<file path="config.mk">
export PLATFORM = sky130hd
export DESIGN_NAME = demodulator
export DESIGN_NICKNAME = d
export VERILOG_FILES = /design/src/rtl/demodulator.sv
export SDC_FILE = /design/constraint.sdc
export NUM_CORES = 1
export LEC_CHECK = 0
export BUFFER_PORTS_ARGS = -buffer_cell sky130_fd_sc_hd__buf_2
export CAP_MARGIN = 40
export CORE_MARGIN = 4
export CORE_UTILIZATION = 52
export DETAILED_ROUTE_END_ITERATION = 10
export GPL_TIMING_DRIVEN = 0
export PLACE_DENSITY_LB_ADDON = 0.12
export SLEW_MARGIN = 10
export SYNTH_ARGS = -nofsm -noshare
export SYNTH_HDL_FRONTEND = slang
export SYNTH_SLANG_ARGS = --single-unit
</file>
<file path="constraint.sdc">
create_clock -name clk -period 5.2 [get_ports clk]
set_input_delay 1.04 -clock clk [delete_from_list [all_inputs] [get_ports clk]]
set_output_delay 1.04 -clock clk [all_outputs]
set_load 0.05 [all_outputs]
</file>
<file path="src/rtl/demodulator.sv">
// On-off-keyed carrier demodulator: recovers the data bit from a gated square-wave carrier
// by qualifying edge spacing against the modulator's half-period setting, and flags early edges.
module demodulator #(
   parameter int CTR_WIDTH   = 16,
   parameter int SYNC_STAGES = 2,
   parameter int LOCK_EDGES  = 4
) (
   input  logic                 clk,
   input  logic                 n_reset,
   input  logic                 in,
   input  logic [CTR_WIDTH-1:0] cycles_per_half_period,
   output logic                 data_out,
   output logic                 glitch,
   output logic [1:0]           state
);

   localparam int GW = CTR_WIDTH + 1;
   localparam int CW = $clog2(LOCK_EDGES + 1);

   typedef enum logic [1:0] {IDLE = 2'd0, ACQUIRE = 2'd1, LOCKED = 2'd2} state_t;

   logic [SYNC_STAGES-1:0] sync_q;
   logic                   s, p, edge_det;
   logic [GW-1:0]          g, n_ext, lo, hi, hi_p1;
   logic                   early, late, timeout, degenerate;
   state_t                 st;
   logic [CW-1:0]          cnt;

   assign s        = sync_q[SYNC_STAGES-1];
   assign edge_det = s ^ p;

   // Window math is one bit wider than N so hi = 1.5*N cannot overflow.
   assign n_ext      = {1'b0, cycles_per_half_period};
   assign lo         = n_ext >> 1;
   assign hi         = n_ext + lo;
   assign hi_p1      = hi + 1'b1;
   assign early      = g < lo;
   assign late       = g > hi;
   assign timeout    = !edge_det && (g == hi_p1);
   assign degenerate = cycles_per_half_period < CTR_WIDTH'(2);

   always_ff @(posedge clk) begin
      if (!n_reset) begin
         sync_q <= '0;
         p      <= 1'b0;
         g      <= '0;
      end else begin
         sync_q <= {sync_q[SYNC_STAGES-2:0], in};
         p      <= s;
         if (edge_det)
            g <= '0;
         else if (g != '1)
            g <= g + 1'b1;
      end
   end

   always_ff @(posedge clk) begin
      if (!n_reset) begin
         st       <= IDLE;
         cnt      <= '0;
         data_out <= 1'b0;
         glitch   <= 1'b0;
      end else begin
         glitch <= 1'b0;
         if (degenerate) begin
            st       <= IDLE;
            cnt      <= '0;
            data_out <= 1'b0;
         end else begin
            case (st)
               IDLE: begin
                  // First edge has no reference, so it cannot be judged early.
                  if (edge_det) begin
                     st  <= ACQUIRE;
                     cnt <= CW'(1);
                  end
               end
               ACQUIRE, LOCKED: begin
                  if (edge_det) begin
                     if (early) begin
                        st       <= IDLE;
                        cnt      <= '0;
                        data_out <= 1'b0;
                        glitch   <= 1'b1;
                     end else if (late) begin
                        st       <= ACQUIRE;
                        cnt      <= CW'(1);
                        data_out <= 1'b0;
                     end else if (st == ACQUIRE) begin
                        cnt <= cnt + 1'b1;
                        if (cnt + 1'b1 == CW'(LOCK_EDGES)) begin
                           st       <= LOCKED;
                           data_out <= 1'b1;
                        end
                     end
                  end else if (timeout) begin
                     st       <= IDLE;
                     cnt      <= '0;
                     data_out <= 1'b0;
                  end
               end
               default: begin
                  st       <= IDLE;
                  data_out <= 1'b0;
               end
            endcase
         end
      end
   end

   assign state = st;

endmodule

</file>
==> results of run 1 <==
## final cells by class
| cell class | count | area (µm²) |
|---|---|---|
| fillers | 672 | 2820 |
| multi-input cells | 403 | 3320 |
| clock buffers | 3 | 41.3 |
| repair buffers | 35 | 211 |
| well taps | 99 | 124 |
| plain buffers | 12 | 71.3 |
| inverters | 31 | 116 |
| clock inverters | 1 | 7.51 |
| flip-flops and latches | 27 | 541 |
## sequential cells by signal (all words and copies together) (netlist names)
signal    count
g            17
cnt           3
state         2
sync_q        2
data_out      1
glitch        1
p             1
## layout by cell type (no fill, tap or decap), drive strengths merged, types with 3 or more instances in the layout
cell,instances
nand4,18
nand2,30
ha,65
a2111oi,6
o31a,4
a21oi,14
o21ai,17
nand4b,3
nor2,38
o21a,4
mux2i,4
xnor2,15
a21o,21
nor3,10
buf,40
nor2b,3
xnor3,4
and2,12
xor2,24
nand3,8
a31oi,6
or2,5
or4,6
a31o,3
nor4,7
and3,6
and4,3
o2111ai,4
o211ai,8
dfxtp,27
a211oi,7
or3,8
clkbuf,10
inv,31
## synthesized netlist by cell type (12+ instances only)
master    n
a21o_1   21
nor2_1   38
inv_1    30
ha_1     65
a21oi_1  14
xor2_1   24
nand4_1  18
o21ai_0  14
dfxtp_1  27
nand2_1  30
xnor2_1  15
and2_1   12
## power groups by stage
stage          Combinational (mW)  Sequential, mW  Clock [mW]
3_5_place_dp                0.406           0.229           0
5_1_grt                     0.488           0.226       0.133
4_1_cts                     0.417           0.224       0.125
2_1_floorplan               0.311           0.236           0
3_3_place_gp                0.397           0.229           0
6_report                    0.440           0.224       0.120
## cell families after synthesis
| kind of cell | count (synthesis) |
|---|---|
| compound gates | 121 |
| simple gates | 167 |
| flops | 27 |
| fa+ha+maj | 66 |
| buf+inv | 44 |
| mux | 6 |
| xor+xnor | 43 |
## what timing repair did
| action | 4_1_cts | 5_1_grt |
|---|---|---|
| pin swaps | 8 | 15 |
| setup buffers | 7 | 6 |
| resized for setup | 6 | 14 |
| setup endpoints to repair | 6 | 5 |
## critical path, stage by stage
cell,delay [ns]
buf_2,0.13
ha_4,0.24
buf_8,0.13
and2_1,0.14
or4_4,0.53
o2111a_1,0.27
or3_4,0.36
nand2_4,0.08
ha_4,0.20
a21o_1,0.18
a21o_1,0.18
a21oi_2,0.13
o21ai_2,0.09
a2111oi_4,0.35
nor2_2,0.09
or3b_4,0.43
or2_2,0.30
and2_4,0.15
a32o_1,0.20
## layer usage
metal | track usage [%] | part of all wire, %
met3 | 2.79 | 3.3
met5 | 0 | 0
met4 | 2.53 | 0.76
met2 | 37.9 | 47
met1 | 28.6 | 49
## through the flow
step | util [%] | TNS, ns | hold slack, ns
floorplan | - | 0 | 0.412
global placement | 57.8 | -2.59 | 0.416
detailed placement | 57.8 | -2.77 | 0.425
CTS | 59.6 | 0 | 0.452
global route | 61.1 | 0 | 0.480
finish | 61.1 | 0 | 0.447
## final timing paths
check,to,depth (start not counted)
setup / recovery,state[1],19
hold / removal,sync_q[1],1
setup reg to reg,state[0],9
hold reg to reg,sync_q[1],1
==> results.yml, run 1 <==
global_route:
  grt_max_degree: 17
  grtUsageTotal_pct: 21.4
  antenna_found_initial: 0
  grt_overflow: 0
  grt_pass1_wl_um: 15800
  first_global_vias: 3434
power_and_ir_drop:
  vdd_drop_max_uv: 95.8
  total_power_uw: 784
  power_leakage_nw: 2.05
  p_sw_share_pct: 41.7
  p_clk_share_pct: 15.3
  power_density_nw_per_um2: 177
  p_seq_share_pct: 28.6
  comb_power_share_pct: 56.2
  internal-power_uw: 457
  power_switching_uw: 327
yosys:
  synthesis.area_um2: 3880
  avgSynthCellArea_um2: 8.19
  synth_compound_area_share_pct: 24.1
  synth.top_cell.area_share_pct: 20.9
  yosys.area.top_type: "ha_1"
  async_flop_share_pct: 0
  netlist_instances: 474
  synth.area.top_cells: "ha_1 (21%), dfxtp_1 (14%), xor2_1 (5.4%), a21o_1 (4.1%), nor2_1 (3.7%)"
  syn_nets: 559
  synth.area.mux_share_pct: 1.71
  yosys.area_share.xor_xnor_pct: 11.1
  synth-seq-cells: 27
  synth-edff-count: 0
  synthAdderAreaFrac_pct: 21.5
  synth-simple-area-share_pct: 23.4
  synth_ff_type: "dfxtp_1"
  ys_seq_area_share_pct: 13.9
  yosysWarnings: 0
  synth_cell_types: 78
  synth_top_family_by_area: "compound AO/OA/AOI/OAI gates"
place:
  port-buffer-count: 22
  hpwlAfterDp_um: 7640
  place_ws_ns: -0.542
  dp.cells: 595
  place_area_um2: 4190
  gp_congestion: 0.834
timing:
  clock.fmax_mhz: 198
  finalHoldViolCount: 0
  slew_viol_final: 0
  setup_viol: 0
  rsz0062_at_grt: "no"
  slew_headroom_pct: 55.4
  timing.final.crit_period_ns: 5.05
  worst_pin_slew_ns: 0.666
  worst_slack_ns: 0.152
  finClkSkew_ns: 0.00836
  fin_crit_sh_pct: 97.1
final_layout:
  layout.nets: 598
  area_growth_pct: 14.1
  antenna_cells: 0
  drive_above_1_share_pct: 16.8
  final_area_um2: 4430
  final_cells: 611
outcome:
  status: "completed"
worst_setup_path:
  cp.arrival_ns: 5.22
  cp-start-kind: "input port"
  cp.required_ns: 5.38
  crit_fanout: 10
  timing.critical_path.from: "cycles_per_half_period[7]"
  reg2reg_slack_ns: 2.08
  cp-end-kind: "flip-flop"
  path_class: "input port to flip-flop"
  reg2reg_from: "g[0]"
min_path:
  hold_class: "flip-flop to flip-flop"
  min-delay-start: "sync_q[0]"
floorplanning:
  design.die.area_um2: 8920
  coreArea_um2: 7250
  ioPinCount: 23
  std_cell_rows: 31
  die_y_um: 94.4
  die_x_um: 94.4
  initial_core_util_pct: 53.5
drt:
  route.detailed.drc: 0
  first_pass_iters: 4
  viasPerCell: 5.96
  wl_um: 9420
  num_vias: 3642
  drt-initial-drc-count: 154
  avgRoutedWirePerCell_um: 15.4
  antenna_left: 0
clock_tree:
  cts_tree: "built"
  clock_sinks: 27
  cts_made_buffers: 3
  cts.hold.buffers_added: 0
  cts_buffer_depth: 2
  path_clk_slew_ns: 0.10
  cts.root.buffer_cell: "clkbuf_8"
  h-tree-depth: 1
  clock_latency_ns: 0.27
job:
  maxCapViolations: 0
Power figures use the tool's default switching activity.
==> inputs of run 2 (changes only) <==
ABC_AREA = 1   (was default)
CTS_CLUSTER_SIZE = 25   (was default)
==> run 2 against run 1 <==
Against the previous run: clock power about the same; wire length up 14%; cell count up 37%; maximum frequency up 5.9%; largest power group unchanged; critical path depth up 5; total power up 9.2%; clock skew down 0.0053 ns; combinational power up 14%; largest cell class unchanged.
==> results.yml, run 2 <==
outcome:
  status: "completed"
final_layout:
  final_core_util_pct: 57.6
  area_growth_pct: 6.94
  top_regs: "g x17, cnt x3"
  antenna_cells: 0
  largest-register: "g"
  fillers: 819
  largest_reg_flops: 17
  layout.nets: 822
  seq_area_um2: 541
  final_cell_mix: "nand2_1 (213), inv_1 (112), nand3_1 (69)"
  mostFrequentLayoutCell: "nand2_1"
  final_area_um2: 4470
  final_cells: 838
  multi_input_area_um2: 3210
  drive_above_1_share_pct: 9.24
timing:
  worst_slack_ns: 0.433
  hold_slack_ns: 0.424
  fin_crit_sh_pct: 91.7
  finalHoldViolCount: 0
  slew_headroom_pct: 42.6
  slew_viol_final: 0
  rsz0062_at_grt: "no"
  setup_viol: 0
  finClkSkew_ns: 0.00301
  tns_ns: 0
  timing.final.crit_period_ns: 4.77
  clock.fmax_mhz: 210
  worst_pin_slew_ns: 0.856
yosys:
  syn_nets: 795
  synth_cell_types: 34
  netlist_instances: 710
  avgSynthCellArea_um2: 5.89
  synth.area.top_cells: "ha_1 (19%), nand2_1 (19%), dfxtp_1 (13%), inv_1 (10%), nand3_1 (8.3%)"
  async_flop_share_pct: 0
  synth.most_common_cell: "nand2_1"
  ys_top_cells_by_count: "nand2_1 (213), inv_1 (112), nand3_1 (69), nor2_1 (67), ha_1 (65)"
  yosys.area.top_type: "ha_1"
  synth-seq-cells: 27
  synth-edff-count: 0
  synth.top_cell.area_share_pct: 19.4
  yosysWarnings: 0
  ys_seq_area_share_pct: 12.9
  synthesis.area_um2: 4180
  synth_ff_type: "dfxtp_1"
floorplanning:
  std_cell_rows: 32
  die_x_um: 97.7
  ioPinCount: 23
  coreArea_um2: 7770
  initial_core_util_pct: 53.8
  design.die.area_um2: 9540
  die_y_um: 97.7
place:
  place_area_um2: 4420
  place_ws_ns: -0.0434
  hpwlAfterDp_um: 9360
  port-buffer-count: 22
  dp.cells: 834
  gp_congestion: 0.892
power_and_ir_drop:
  total_power_uw: 856
  power_density_nw_per_um2: 191
  vdd_drop_max_uv: 289
  power_leakage_nw: 2.45
clock_tree:
  clock_sinks: 27
  cts.root.buffer_cell: "clkbuf_8"
  cts_made_buffers: 3
  cts_tree: "built"
  cts.hold.buffers_added: 0
  clock_latency_ns: 0.27
  cts_buffer_depth: 2
  path_clk_slew_ns: 0.09
  h-tree-depth: 1
drt:
  avgRoutedWirePerCell_um: 12.8
  route.detailed.drc: 0
  wl_um: 10700
  num_vias: 4350
  drt-initial-drc-count: 222
  antenna_left: 0
  viasPerCell: 5.19
  first_pass_iters: 5
global_route:
  grtUsageTotal_pct: 22.7
  grt_pass1_wl_um: 18100
  first_global_vias: 4189
  grt_overflow: 0
  antenna_found_initial: 0
  grt_max_degree: 15
worst_setup_path:
  path_class: "input port to flip-flop"
  crit_fanout: 7
  cp-end-kind: "flip-flop"
  cp.arrival_ns: 4.94
  cp.required_ns: 5.38
  cp-start-kind: "input port"
job:
  maxCapViolations: 0
min_path:
  hold_class: "flip-flop to flip-flop"
## run 2: cell count changes after synthesis, moves of 7 or more
cell and delta:
xnor2_1 -10, nand2_1 +183, xor2_1 -19, and2_1 -11, a21o_1 -20, a21oi_1 +26, nand2_2 +14, o211ai_1 -7
nor2_1 +29, or3_1 -8, nand3_1 +62, inv_1 +82, clkbuf_1 -9, nor2_2 +8
## run 2: kinds of logic (layout without fill, tap and decap cells)
kind of cell	after synthesis	in the layout	synth area share, %
fa+ha+maj	66	66	19.9
flops	27	27	12.9
simple gates	419	419	45.0
xor+xnor	11	11	2.63
compound gates	69	69	8.94
buf+inv	118	144	10.6
## run 2: what timing repair did
item,4_1_cts,5_1_grt
buffers inserted,0,0
gates resized for setup,0,1
setup endpoints to repair,0,6
## run 2: worst max-delay path, stage by stage
cell,delay (ns)
buf_2,0.11
ha_1,0.22
inv_1,0.07
fa_1,0.42
inv_1,0.17
nand2_2,0.10
nand2_2,0.11
nand3_2,0.09
nand2_1,0.16
nand3_1,0.12
nand3b_1,0.15
nand2_1,0.14
ha_1,0.32
nand2_1,0.05
nor2_1,0.16
nand2_1,0.09
o41ai_2,0.47
nand2_1,0.15
or2_2,0.29
clkbuf_1,0.18
nand3_2,0.15
nand2_1,0.07
nand2_1,0.05
nor2_1,0.04
## run 2: worst paths after layout
check / slack, ns / startpoint / to / cells past startpoint
worst min register to register: 0.42 / sync_q[0] / sync_q[1] / 2
worst min-delay path: 0.42 / sync_q[0] / sync_q[1] / 2
worst max-delay path: 0.43 / cycles_per_half_period[1] / cnt[0] / 24
worst max register to register: 2.25 / g[1] / g[15] / 17
## run 2: power breakdown
part	leakage [nW]	internal (mW)	switching [mW]
Sequential	0.220	0.223	0.0143
Clock	0.0228	0.0549	0.0630
Combinational	2.21	0.167	0.333
Total	2.45	0.446	0.411
## run 2: routing by layer
layer | GRT usage [%] | up-vias | share of wire, %
met1 | 27.8 | 1920 | 47
met4 | 10.3 | 0 | 3.8
met5 | 0 | - | 0
li1 | - | 2334 | -
met3 | 0.718 | 25 | 2.3
met2 | 41.0 | 71 | 47
## run 2: layout make-up
class / count / area share, %
plain buffers: 1 / 0.0839
clock buffers: 4 / 1.01
inverters: 117 / 9.82
multi-input cells: 565 / 71.7
flip-flops and latches: 27 / 12.1
well taps: 102 / 2.85
repair buffers: 22 / 2.46
